`config.mk`:
```
export PLATFORM = sky130hd
export DESIGN_NAME = ram_sweeper_flat
export DESIGN_NICKNAME = d
export VERILOG_FILES = /design/src/rtl/ram_sweeper_pkg.sv /design/src/rtl/ram_sweeper_if.sv /design/src/rtl/ram_sweeper.sv /design/src/flat_wrapper.sv
export SDC_FILE = /design/constraint.sdc
export NUM_CORES = 1
export LEC_CHECK = 0
export CORE_MARGIN = 2
export CORE_UTILIZATION = 60
export DETAILED_ROUTE_END_ITERATION = 10
export DONT_BUFFER_PORTS = 1
export PLACE_DENSITY = 0.87
export SYNTH_ARGS = -nofsm -noshare
export SYNTH_HDL_FRONTEND = slang
export SYNTH_SLANG_ARGS = --single-unit
export TNS_END_PERCENT = 10
```
`constraint.sdc`:
```
create_clock -name clock -period 3.1 [get_ports clock]
set_input_delay 0.31 -clock clock [delete_from_list [all_inputs] [get_ports clock]]
set_output_delay 0.31 -clock clock [all_outputs]
set_load 0.03 [all_outputs]
```
`src/rtl/ram_sweeper_pkg.sv`:
```
// ram_sweeper_pkg: state encoding and RAM geometry shared by the sweeper and the data RAM.
// Rev 1.0
`default_nettype none

package ram_sweeper_pkg;

  localparam int RAM_ADDR_WIDTH = 10;
  localparam int RAM_DATA_WIDTH = 32;

  typedef enum logic [2:0] {
    ST_IDLE  = 3'd0,
    ST_LOAD  = 3'd1,
    ST_SEND  = 3'd2,
    ST_CLEAR = 3'd3,
    ST_DONE  = 3'd4
  } state_e;

endpackage

`default_nettype wire

```
`src/rtl/ram_sweeper_if.sv`:
```
// ram_sweeper_if: control, RAM port and output stream of the sweeper in one bundle.
// Rev 1.0
`default_nettype none

interface ram_sweeper_if
  import ram_sweeper_pkg::*;
#(
  parameter int ADDR_WIDTH = RAM_ADDR_WIDTH,
  parameter int DATA_WIDTH = RAM_DATA_WIDTH
);

  logic                  start;
  logic                  clear_mode;
  logic [ADDR_WIDTH-3:0] first_word;
  logic [ADDR_WIDTH-2:0] word_count;
  logic [DATA_WIDTH-1:0] fill_value;
  logic                  busy;
  logic                  done;

  logic                  ram_store;
  logic [ADDR_WIDTH-1:0] ram_address;
  logic [DATA_WIDTH-1:0] ram_data;
  logic [DATA_WIDTH-1:0] ram_result;

  logic                  out_valid;
  logic                  out_ready;
  logic [DATA_WIDTH-1:0] out_data;
  logic                  out_last;

  modport master (
    input  start, clear_mode, first_word, word_count, fill_value,
    input  ram_result, out_ready,
    output busy, done, ram_store, ram_address, ram_data,
    output out_valid, out_data, out_last
  );

  modport slave (
    output start, clear_mode, first_word, word_count, fill_value,
    output ram_result, out_ready,
    input  busy, done, ram_store, ram_address, ram_data,
    input  out_valid, out_data, out_last
  );

endinterface

`default_nettype wire

```
`src/rtl/ram_sweeper.sv`:
```
// ram_sweeper: walks a block of RAM words, either streaming them out (dump) or overwriting them (clear).
// Rev 1.0
`default_nettype none

module ram_sweeper
  import ram_sweeper_pkg::*;
#(
  parameter int ADDR_WIDTH = RAM_ADDR_WIDTH,
  parameter int DATA_WIDTH = RAM_DATA_WIDTH
) (
  input  logic          clock,
  input  logic          reset,
  ram_sweeper_if.master bus
);

  localparam int IDX_W = ADDR_WIDTH - 2;
  localparam int CNT_W = ADDR_WIDTH - 1;

  state_e                state_q;
  logic [IDX_W-1:0]      idx_q;
  logic [CNT_W-1:0]      remaining_q;
  logic [DATA_WIDTH-1:0] fill_q;
  logic [DATA_WIDTH-1:0] out_data_q;
  logic                  out_valid_q;
  logic                  out_last_q;

  logic [IDX_W-1:0]      idx_d;
  logic [CNT_W-1:0]      remaining_d;
  logic                  out_last_d;

  // idx wraps naturally at 2^IDX_W words
  assign idx_d       = idx_q + 1'b1;
  assign remaining_d = remaining_q - 1'b1;
  assign out_last_d  = (remaining_q == CNT_W'(1));

  always_ff @(posedge clock or posedge reset) begin
    if (reset) begin
      state_q     <= ST_IDLE;
      idx_q       <= '0;
      remaining_q <= '0;
      fill_q      <= '0;
      out_data_q  <= '0;
      out_valid_q <= 1'b0;
      out_last_q  <= 1'b0;
    end else begin
      case (state_q)
        ST_IDLE: begin
          if (bus.start) begin
            idx_q       <= bus.first_word;
            remaining_q <= bus.word_count;
            fill_q      <= bus.fill_value;
            if (bus.word_count == '0)
              state_q <= ST_DONE;
            else if (bus.clear_mode)
              state_q <= ST_CLEAR;
            else
              state_q <= ST_LOAD;
          end
        end
        ST_LOAD: begin
          out_data_q  <= bus.ram_result;
          out_valid_q <= 1'b1;
          out_last_q  <= out_last_d;
          idx_q       <= idx_d;
          remaining_q <= remaining_d;
          state_q     <= ST_SEND;
        end
        ST_SEND: begin
          // the address already points at the next word, so it is captured on the handshake edge
          if (out_valid_q && bus.out_ready) begin
            if (remaining_q != '0) begin
              out_data_q  <= bus.ram_result;
              out_last_q  <= out_last_d;
              idx_q       <= idx_d;
              remaining_q <= remaining_d;
            end else begin
              out_valid_q <= 1'b0;
              out_last_q  <= 1'b0;
              state_q     <= ST_DONE;
            end
          end
        end
        ST_CLEAR: begin
          idx_q       <= idx_d;
          remaining_q <= remaining_d;
          if (remaining_q == CNT_W'(1))
            state_q <= ST_DONE;
        end
        ST_DONE: begin
          state_q <= ST_IDLE;
        end
        default: begin
          state_q <= ST_IDLE;
        end
      endcase
    end
  end

  assign bus.ram_store   = (state_q == ST_CLEAR);
  assign bus.ram_address = {idx_q, 2'b00};
  assign bus.ram_data    = fill_q;
  assign bus.out_valid   = out_valid_q;
  assign bus.out_data    = out_data_q;
  assign bus.out_last    = out_last_q;
  assign bus.busy        = (state_q != ST_IDLE);
  assign bus.done        = (state_q == ST_DONE);

endmodule

`default_nettype wire
```
`src/flat_wrapper.sv`:
```
// flat-port wrapper written by rule: the top's interface ports become plain ports
module ram_sweeper_flat import ram_sweeper_pkg::*;
#(
  parameter int ADDR_WIDTH = RAM_ADDR_WIDTH,
  parameter int DATA_WIDTH = RAM_DATA_WIDTH
)
  (clock, reset, bus_start, bus_clear_mode, bus_first_word, bus_word_count, bus_fill_value, bus_ram_result, bus_out_ready, bus_busy, bus_done, bus_ram_store, bus_ram_address, bus_ram_data, bus_out_valid, bus_out_data, bus_out_last);
  ram_sweeper_if #(.ADDR_WIDTH(ADDR_WIDTH), .DATA_WIDTH(DATA_WIDTH)) bus_i ();
  input  logic clock;
  input  logic reset;
  input wire logic [$bits(bus_i.start)-1:0] bus_start;
  input wire logic [$bits(bus_i.clear_mode)-1:0] bus_clear_mode;
  input wire logic [$bits(bus_i.first_word)-1:0] bus_first_word;
  input wire logic [$bits(bus_i.word_count)-1:0] bus_word_count;
  input wire logic [$bits(bus_i.fill_value)-1:0] bus_fill_value;
  input wire logic [$bits(bus_i.ram_result)-1:0] bus_ram_result;
  input wire logic [$bits(bus_i.out_ready)-1:0] bus_out_ready;
  output wire logic [$bits(bus_i.busy)-1:0] bus_busy;
  output wire logic [$bits(bus_i.done)-1:0] bus_done;
  output wire logic [$bits(bus_i.ram_store)-1:0] bus_ram_store;
  output wire logic [$bits(bus_i.ram_address)-1:0] bus_ram_address;
  output wire logic [$bits(bus_i.ram_data)-1:0] bus_ram_data;
  output wire logic [$bits(bus_i.out_valid)-1:0] bus_out_valid;
  output wire logic [$bits(bus_i.out_data)-1:0] bus_out_data;
  output wire logic [$bits(bus_i.out_last)-1:0] bus_out_last;
  assign bus_i.start = bus_start;
  assign bus_i.clear_mode = bus_clear_mode;
  assign bus_i.first_word = bus_first_word;
  assign bus_i.word_count = bus_word_count;
  assign bus_i.fill_value = bus_fill_value;
  assign bus_i.ram_result = bus_ram_result;
  assign bus_i.out_ready = bus_out_ready;
  assign bus_busy = bus_i.busy;
  assign bus_done = bus_i.done;
  assign bus_ram_store = bus_i.ram_store;
  assign bus_ram_address = bus_i.ram_address;
  assign bus_ram_data = bus_i.ram_data;
  assign bus_out_valid = bus_i.out_valid;
  assign bus_out_data = bus_i.out_data;
  assign bus_out_last = bus_i.out_last;
  ram_sweeper #(.ADDR_WIDTH(ADDR_WIDTH), .DATA_WIDTH(DATA_WIDTH)) u_core (.clock(clock), .reset(reset), .bus(bus_i));
endmodule
```
* After elaboration in Yosys (flattened, before gate mapping)
Cells that the tools add are included.
** Storage, ports and cells
- Input bits :: 86
- Output and inout bits :: 79
- Word-level logic and storage cells :: 57
- Register bits after elaboration :: 86
** Operators by class
- Mux-type cells :: 24
- Reductions and logical operators :: 14
- Eq/ne operators :: 10
- Add/subtract/negate cells :: 2
** Operator list (number)
- $mux 32 :: 2
- $pmux 32 s2 :: 1
- $mux 9 :: 3
- $pmux 9 s3 :: 1
- $mux 8 :: 3
- $pmux 8 s3 :: 1
- $mux 3 :: 5
- $pmux 3 s4 :: 1
- $eq 9x1->1 const B :: 1
- $logic_not 9->1 :: 1
- $reduce_bool 9->1 :: 1
- $sub 9x1->9 const B :: 1
- $add 8x1->8 const B :: 1
- $reduce_and 4->1 :: 2
- $eq 3x2->1 const B :: 2
- $ne 2x1->1 const B :: 3
- $reduce_and 3->1 :: 2
- $reduce_bool 3->1 :: 2
- $mux 1 :: 4
- $ne 2x2->1 const B :: 2
- $pmux 1 s2 :: 2
- $reduce_and 2->1 :: 2
- $eq 3x1->1 const B :: 1
- $eq 3x3->1 const B :: 1
- other kinds (5) :: 5

* Depth between registers and ports, before layout
Gate-level depths: netlist of the first run.
- Depth in word-level cells :: 4
- Gate-level depth with buffers :: 7
- Mapped depth without buffers :: 6

* Worst setup path after synthesis of the first run
OpenSTA, ideal clock, no wires.
- Kind :: reg-to-reg
- From :: reg u_core.state_q[2]
- To :: reg u_core.fill_q[15] (netlist: u_core.bus.ram_data[15])
- Path buffers :: 2
- Slack :: 1.263 ns
- Arrival time :: 1.713 ns
- Stages on the path, launching flop included :: 6
- Data required time :: 2.975 ns
- Clock period less this slack :: 1.837 ns
- Library setup time :: 0.125 ns
- Cells stage by stage :: dfrtp_1 > buf_2 > or3_1 > nor2_2 > buf_4 > mux2_2
** On the way
- Cells in the longest elaborated chain, start to end :: 2
** RTL lines
- from (decl) :: line ram_sweeper.sv:19 : state_e state_q;
- from (signal assigned) :: line ram_sweeper.sv:38 : state_q <= ST_IDLE;
- from (signal assigned) :: line ram_sweeper.sv:53 : state_q <= ST_DONE;
- from (signal assigned) :: line ram_sweeper.sv:55 : state_q <= ST_CLEAR;
- $logic_not 3->1 :: line ram_sweeper.sv:46 : case (state_q)
- $reduce_and 2->1 (no source line)
- to (signal assigned) :: line ram_sweeper.sv:51 : fill_q <= bus.fill_value;
- to (decl) :: line ram_sweeper.sv:22 : logic [DATA_WIDTH-1:0] fill_q;
No other way between the ends.
A chain may end at the register's enable or synchronous reset.

* Worst setup path after layout of the first run
- From :: reg u_core.state_q[0]
- To :: reg u_core.fill_q[16] (netlist: u_core.bus.ram_data[16])
Same word-level chain as after synthesis.

==> results.md, run 1 <==
- IO buf count: 0
- Combinational family with the most area after synthesis: multiplexers
- YS warnings: 0
- Flops & latches, synth: 86
- WL/cell: 19.7 um
- Slew headroom: 34.2%
- RSZ-0062 raised after global routing: no
- Post-synthesis mux area share: 19.0%
- Flop pwr share: 57.5%
- Yosys cell types: 44
- Clk pin slew, worst setup/hold paths: 0.09 ns
- DR vias/cell: 6.29
- Detail Route Antenna Nets: 0
- CTS H-tree depth: 3
- Worst Setup Start Kind: flop
- Die Y: 84.4 um
- Status: finished clean
- Clock share of power: 15.6%
- Area leader, netlist: dfrtp_1
- Pleak: 1.73 nW
- HP Class: in -> async
- Period minus WS final: 2.20 ns
- Synthesis-to-finish area growth: 6.23%
- Number of gates resized after CTS: 0
- Xor/xnor share of the synthesized area: 0%
- Post-CTS Setup Bufs: 0
- Pin count of the biggest net entering global routing: 61
- Int Power: 2.86 mW
- CTS Hold Buffers Added: 0
- All-Layer GR Usage: 22.6%
- Critical path capture point type: flop
- Most frequent cell after synthesis: dfrtp_1
- FFs w/ async S/R, synth: 100%
- Cell count after synthesis: 315
- Max Clock Freq: 0.455 GHz
- IO Pins: 165
- Routed WL: 7810 um
- Max-cap viol count: 0
- Post-synth top cells: dfrtp_1 (86), mux2_2 (33), mux2_1 (31)
- Share of layout cells above drive strength 1: 19.7%
- DIE WIDTH: 84.4 um
- Initial Util: 61.4%
- Vias in the first global route: 2,393
- Clock skew: 0.00919 ns
- Setup ws final: 0.903 ns
- Initial drt markers: 179
- Setup TNS: 0 ns
- Drt first pass iters: 4
- Tcrit/Tclk final: 70.9%
- Sequence of cells on the critical path: or3_1, nor2_2, buf_4, mux2_2
- CTS tree: built
- Final Wtd Congestion: 0.811
- Pre-CTS setup slack: 0.919 ns
- Multi-input gate area: 1570 um2
- Avg Synthesized Cell Area: 12.3 um2
- Max incr delay on CP: 0.61 ns
- FF-to-FF setup slack: 0.90 ns
- CORE AREA: 6310 um2
- Worst-margin pin slew: 0.986 ns
- Switching part of the total power: 47.8%
- Post-synth EDFFs: 0
- Maximum buffer depth of the clock tree: 2
- Adder-cell share of the synthesized area: 1.29%
- Crit path max fanout: 32
- CP Data Arrival Time: 2.42 ns
- Num CTS Buffers: 9
- Critical path required time: 3.33 ns
- Final setup violation count: 0
- P_sw: 2.63 mW
- Area fraction of the dominant cell type after synthesis: 55.6%
- Worst-skew pair later-pin latency: 0.35 ns
- CP max stage cell: or3_1
- Synth Area in Compound Gates: 10.0%
- Maximum VDD drop: 0.812 mV
- DR DRC count: 0
- Simple-gate share of the synthesized area: 9.95%
- DP HPWL: 5650 um
- Primary FF master, synth: dfrtp_1
- Reg area: 2150 um2
- Clock sink total: 86
- Post-Syn Area: 3870 um2
- Root Buffer: clkbuf_8
- R2R depth: 4
- Fillers: 483
- Die area: 7110 um2
- Total congestion overflow: 0
- N_diodes: 0
- Synth area leaders: dfrtp_1 (56%), mux2_2 (9.6%), mux2_1 (9.0%)
- FP Rows: 29
- Max Slew Vio Count: 0
- Nets: 405
- Final hold viol count: 0
- Gate power share: 26.9%
- Kind of critical path: reg -> reg
- Initial antenna violation count: 0
- Post-synthesis sequential area ratio: 55.6%
- WHS: 0.0371 ns
- First-pass GRT wire length: 12,800 um
- Power density cells: 1330 nW/um2
- Detailed-route via count: 2,496
==> flip-flops by register name, indices dropped and copies added (netlist names) <==
name / cells
u_core.bus.out_data: 32
u_core.bus.ram_data: 32
u_core.remaining_q: 9
u_core.idx_q: 8
u_core.state_q: 3
u_core.bus.out_last: 1
u_core.bus.out_valid: 1
==> kinds of logic (layout without fill, tap and decap cells) <==
| family | after synthesis | count (layout) |
|---|---|---|
| AOI/OAI and AO/OA | 59 | 59 |
| and+or+nand+nor | 73 | 73 |
| other | 1 | 2 |
| DFF | 86 | 86 |
| muxes | 65 | 65 |
| adders and majority gates | 4 | 4 |
| buffers and inverters | 27 | 31 |
==> through the flow <==
step | instances | cell area (um2) | total power, mW | util (%)
2_1_floorplan | 316 | 3880 | 4.37 | -
3_3_place_gp | 381 | 3890 | 4.57 | 61.7
3_5_place_dp | 381 | 3890 | 4.67 | 61.7
4_1_cts | 397 | 4120 | 5.53 | 65.2
5_1_grt | 397 | 4120 | 5.83 | 65.2
6_report | 397 | 4120 | 5.49 | 65.2
==> final timing paths <==
| check | from | end |
|---|---|---|
| max in group asynchronous | reset | u_core.bus.out_data[30] |
| max reg2reg | u_core.state_q[0] | u_core.bus.ram_data[16] |
| min in group clock | bus_ram_result[25] | u_core.bus.out_data[25] |
| min reg2reg | u_core.remaining_q[7] | u_core.remaining_q[7] |
| min | reset | u_core.bus.ram_data[10] |
| max | u_core.state_q[0] | u_core.bus.ram_data[16] |
==> cell usage in the layout (no fill, tap or decap), drive strengths merged, types with 8 or more instances in the layout <==
cell / n
dfrtp: 86
mux2: 65
nand2: 22
o21ai: 18
nor2: 13
a21oi: 12
clkbuf: 10
inv: 10
nand3: 9
a31oi: 9
o2bb2ai: 8
==> cell type report <==
class                           instances  share of cell area, %
Timing Repair Buffer                    6                   1.09
Clock buffer                           10                   3.10
Inverter                                9                  0.851
Sequential cell                        86                   52.3
Multi-Input combinational cell        203                   38.1
Clock inverter                          6                   2.25
Tap cell                               77                   2.34
==> power by group through the flow <==
stage,registers (mW),logic (mW),clock network (mW)
3_5_place_dp,3.18,1.48,0
2_1_floorplan,3.00,1.36,0
4_1_cts,3.16,1.49,0.877
6_report,3.15,1.48,0.858
5_1_grt,3.23,1.67,0.931
3_3_place_gp,3.15,1.42,0
==> critical path, delay by kind of cell (launching register included) <==
| kind | cells | cell delay [ns] |
|---|---|---|
| buffers and inverters | 1 | 0.37 |
| AND/OR/NAND/NOR | 2 | 0.74 |
| flip-flops | 1 | 0.55 |
| multiplexers | 1 | 0.39 |
==> per-layer routing <==
metal	global-route usage, %	vias up	wire length, um
met5	0	-	0
met4	6.64	0	55
met3	7.67	6	795
met2	36.0	125	3960
met1	29.8	1227	3000
li1	-	1138	-
Power figures use the tool's default switching activity.
==> run 2, diff against run 1 <==
Clock period 3.1 ns to 2.1 ns, I/O delays scaled along.
==> results.md, run 2 (same netlist as run 1, synthesis figures left out) <==
- Initial drt markers: 116 (was 179)
- CP Data Arrival Time: 2.13 ns (was 2.42 ns)
- Die Y: 84.4 um (unchanged)
- Pre-CTS setup slack: 0.228 ns (was 0.919 ns)
- Setup TNS: 0 ns (unchanged)
- FP Rows: 29 (unchanged)
- Worst-skew pair later-pin latency: 0.35 ns (about the same)
- Commonest non-fill, non-tap cells in the layout: dfrtp_1 (86), dlygate4sd3_1 (43), mux2_2 (33), mux2_1 (31), nand2_1 (21) (was dfrtp_1 (86), mux2_2 (33), mux2_1 (31), nand2_1 (21), o21ai_0 (18))
- Slew headroom: 60.5% (was 34.2%)
- Initial antenna violation count: 0 (unchanged)
- DR DRC count: 0 (unchanged)
- Tcrit/Tclk final: 90.2% (was 70.9%)
- N_diodes: 0 (unchanged)
- Setup ws final: 0.207 ns (was 0.903 ns)
- Worst-margin pin slew: 0.591 ns (was 0.986 ns)
- Power density cells: 1830 nW/um2 (was 1330 nW/um2)
- Commonest non-fill, non-tap cell in the layout: dfrtp_1 (unchanged)
- Share of layout cells above drive strength 1: 18.8% (was 19.7%)
- Vias in the first global route: 2,754 (was 2,393)
- Fillers: 430 (was 483)
- Final setup violation count: 0 (unchanged)
- Critical path required time: 2.34 ns (was 3.33 ns)
- IO Pins: 165 (unchanged)
- All-Layer GR Usage: 25.6% (was 22.6%)
- IO buf count: 0 (unchanged)
- DIE WIDTH: 84.4 um (unchanged)
- HP Class: in -> reg (was in -> async)
- Maximum buffer depth of the clock tree: 2 (unchanged)
- Critical path capture point type: flop (unchanged)
- Total power: 8.46 mW (was 5.49 mW)
- Total congestion overflow: 0 (unchanged)
- Synthesis-to-finish area growth: 19.5% (was 6.23%)
- Root Buffer: clkbuf_8 (unchanged)
- Max-cap viol count: 0 (unchanged)
- Initial Util: 61.4% (unchanged)
- DP Cell Count: 386 (was 381)
- Max Slew Vio Count: 0 (unchanged)
- CORE AREA: 6310 um2 (unchanged)
- RSZ-0062 raised after global routing: no (unchanged)
- First-pass GRT wire length: 14,300 um (was 12,800 um)
- DR vias/cell: 6.18 (was 6.29)
- Num CTS Buffers: 9 (unchanged)
- Routed WL: 9070 um (was 7810 um)
- Pin count of the biggest net entering global routing: 87 (was 61)
- Detailed-route via count: 2,748 (was 2,496)
- Worst Setup Start Kind: flop (unchanged)
- Clk pin slew, worst setup/hold paths: 0.09 ns (about the same)
- Max Clock Freq: 0.528 GHz (was 0.455 GHz)
- Nets: 453 (was 405)
- Clock sink total: 86 (unchanged)
- DP HPWL: 5770 um (was 5650 um)
- Post-layout util: 73.3% (was 65.2%)
- Kind of critical path: reg -> reg (unchanged)
- Die area: 7110 um2 (unchanged)
- WL/cell: 20.4 um (was 19.7 um)
- Maximum VDD drop: 1.16 mV (was 0.812 mV)
- Final hold viol count: 0 (unchanged)
- Detail Route Antenna Nets: 0 (unchanged)
- CTS H-tree depth: 3 (unchanged)
- Clock skew: 0.0187 ns (was 0.00919 ns)
- Pleak: 1.95 nW (was 1.73 nW)
- Crit path max fanout: 9 (was 32)
- Period minus WS final: 1.89 ns (was 2.20 ns)
- Status: finished clean (unchanged)
- CTS tree: built (unchanged)
- Final Wtd Congestion: 0.797 (was 0.811)
- Final Non-Filler Cells: 445 (was 397)
- Drt first pass iters: 4 (unchanged)
-- run 2: worst paths after layout --
path | from | end | slack [ns] | depth (start not counted)
worst max-delay path | u_core.remaining_q[0] | u_core.remaining_q[1] | 0.21 | 6
worst min-delay path | bus_ram_result[29] | u_core.bus.out_data[29] | 0.01 | 1
worst max register to register | u_core.remaining_q[0] | u_core.remaining_q[1] | 0.21 | 6
worst min register to register | u_core.remaining_q[7] | u_core.remaining_q[7] | 0.54 | 1
max in group asynchronous | reset | u_core.bus.out_data[3] | 1.30 | 3
min in group asynchronous | reset | u_core.bus.ram_data[13] | 0.46 | 3
-- run 2: final cells by class --
cell class	instances	area [um2]	area share [%]
inverters	9	37.5	0.811
repair buffers	54	551	11.9
clock inverters	7	103	2.22
flip-flops and latches	86	2150	46.5
clock buffers	9	124	2.68
multi-input cells	203	1570	33.8
well taps	77	96.3	2.08
-- run 2: report_power, final --
group / switching, mW / internal, mW
clock network: 0.623 / 0.690
logic: 1.24 / 1.24
registers: 2.20 / 2.47
-- run 2: through the flow --
| step | area (um2) | hold WS, ns |
|---|---|---|
| 2_1_floorplan | 3880 | 0.342 |
| 3_3_place_gp | 3970 | 0.238 |
| 3_5_place_dp | 3970 | 0.243 |
| 4_1_cts | 4600 | 0.0000193 |
| 5_1_grt | 4630 | 0.000688 |
| 6_report | 4630 | 0.0134 |
-- run 2: repair_timing --
action | 4_1_cts | 5_1_grt
resized for setup | 0 | 0
hold buffers | 40 | 3
endpoints found under the hold margin | 125 | 3
buffers inserted | 0 | 0
-- run 2: routing by layer --
| metal | global-route usage (%) | vias to the layer above | share of wire (%) |
|---|---|---|---|
| met5 | 0 | - | 0 |
| met4 | 7.65 | 0 | 1.1 |
| met3 | 7.18 | 8 | 9.1 |
| met2 | 44.9 | 137 | 53 |
| met1 | 31.1 | 1370 | 37 |
| li1 | - | 1233 | - |
-- run 2: worst max-delay path, stage by stage (launching register included) --
cell and delay [ns]:
dfrtp_1 0.41, inv_1 0.12, ha_1 0.21, nor2b_1 0.23
nand4_1 0.15, and2_1 0.33, mux2_4 0.34
==> variant: new RTL, flow settings as in run 2 <==
The package constant `RAM_DATA_WIDTH` goes from 32 to 16.
--- a/src/rtl/ram_sweeper_pkg.sv
+++ b/src/rtl/ram_sweeper_pkg.sv
@@ -7,3 +7,3 @@
   localparam int RAM_ADDR_WIDTH = 10;
-  localparam int RAM_DATA_WIDTH = 32;
+  localparam int RAM_DATA_WIDTH = 16;
 
Ports: changed (resized bus_fill_value, bus_out_data, bus_ram_data and bus_ram_result); port bits go from 165 to 101. The function was not compared with the original's and may differ.
==> variant against run 2 <==
- count of clock-buffer cells in the layout decreased by 4
- global-route usage fell by 2.7 points
- power is 28% lower
- first-iteration DRC count shrank 7.8%
- wire length decreased by 36%
- synthesized area shrank 28%
- sequential cell count down 32
- critical path depth stayed put
- combinational power is essentially flat
- cell area shrank 35%
- setup slack got worse by 0.078 ns
- critical path type unchanged
- critical endpoint is now u_core.remaining_q[8]
==> variant: results (changes against run 2) <==
[floorplanning]
dieWidth_um = 72.2  ; -14%

[place]
gp_congestion = 0.856  ; +7.3%
place_hpwl_um = 4270  ; -26%
pre_cts_ws_ns = 0.160  ; -0.0681 ns

[logic_synthesis]
synthCells = 242  ; -23%
synthAdderAreaFrac_pct = 1.79  ; +0.50 points
synth.area.top_cells = dfrtp_1 (48%), mux2_2 (9.3%), mux2_4 (5.4%)
post_synth_num_cell_types = 56  ; +27%
ys_seq_area_share_pct = 48.5  ; -7.1 points
synth_mux_area_share_pct = 15.0  ; -4.0 points
ys_top_cells_by_count = dfrtp_1 (54), mux2_2 (23), a21oi_1 (11), nor3_1 (11)

[final_layout]
fin_nets = 306  ; -32%
clock_buffers = 5  ; -4
fin_cells = 300  ; -33%
multi_input_area_mm2 = 0.00132  ; -16%
final-seq-area_mm2 = 0.00135  ; -37%
buffers = 15  ; -72%
final-clk-cell-share_pct = 3.57  ; -1.3 points
drive_above_1_share_pct = 27.0  ; +8.3 points
area_growth_pct = 8.08
buffer_area_share_pct = 4.65  ; -7.2 points

[clock_network]
clk_latency_ns = 0.30  ; -0.05 ns
clock-sinks = 54  ; -37%

[drt]
routed_wl_um = 5840  ; -36%
vias_per_cell = 6.62  ; +7.2%

[outcome]
status = finished, final reports clean

[global_route]
grt_pass1_vias = 1936  ; -30%

==> variant: changes by cell type after synthesis, moves of 4 or more <==
cell / delta
dfrtp_1: -32
mux2_1: -31
nand2_1: -13
mux2_2: -10
o21ai_0: -10
mux2_4: +9
nor3_1: +7
a221o_1: +5
a31oi_1: -4
nand3_1: -4
o211ai_1: +4
or3_1: -4
==> variant: logic make-up after synthesis <==
| logic type | Yosys count |
|---|---|
| and+or+nand+nor | 56 |
| buffers and inverters | 25 |
| AOI/OAI and AO/OA | 68 |
| muxes | 34 |
| DFF | 54 |
| adders and majority gates | 4 |
| other | 1 |
==> variant: layer usage <==
metal	routed length (um)	global-route usage, %	part of all wire [%]
met2	2800	35.6	48
met3	488	7.08	8.4
met5	0	0	0
met1	2490	31.8	43
met4	55	5.87	0.94
==> variant: repair_timing <==
item	in CTS	in global routing
resized for setup	0	0
hold buffers	1	0
endpoints found under the hold margin	54	0
==> variant: report_power, final <==
part	internal (mW)	switching, mW
combinational	1.25	1.23
sequential	1.56	1.34
clock	0.351	0.332
==> variant: final timing paths <==
path	start	endpoint	slack, ns	cells after the start
setup / recovery	u_core.remaining_q[0]	u_core.remaining_q[8]	0.13	6
hold / removal	bus_fill_value[13]	u_core.bus.ram_data[13]	0.05	1
setup reg to reg	u_core.remaining_q[0]	u_core.remaining_q[8]	0.13	6
hold reg to reg	u_core.remaining_q[8]	u_core.remaining_q[8]	0.56	1
max in group asynchronous	reset	u_core.bus.out_data[6]	1.46	3
min in group asynchronous	reset	u_core.bus.ram_data[3]	0.41	3
==> variant: critical path, cell delays in order, from the launching register on <==
cell and delay [ns]:
dfrtp_1 0.44, inv_1 0.13, ha_1 0.20, or3b_2 0.53
o31a_1 0.27, a211oi_1 0.18, o22a_1 0.16
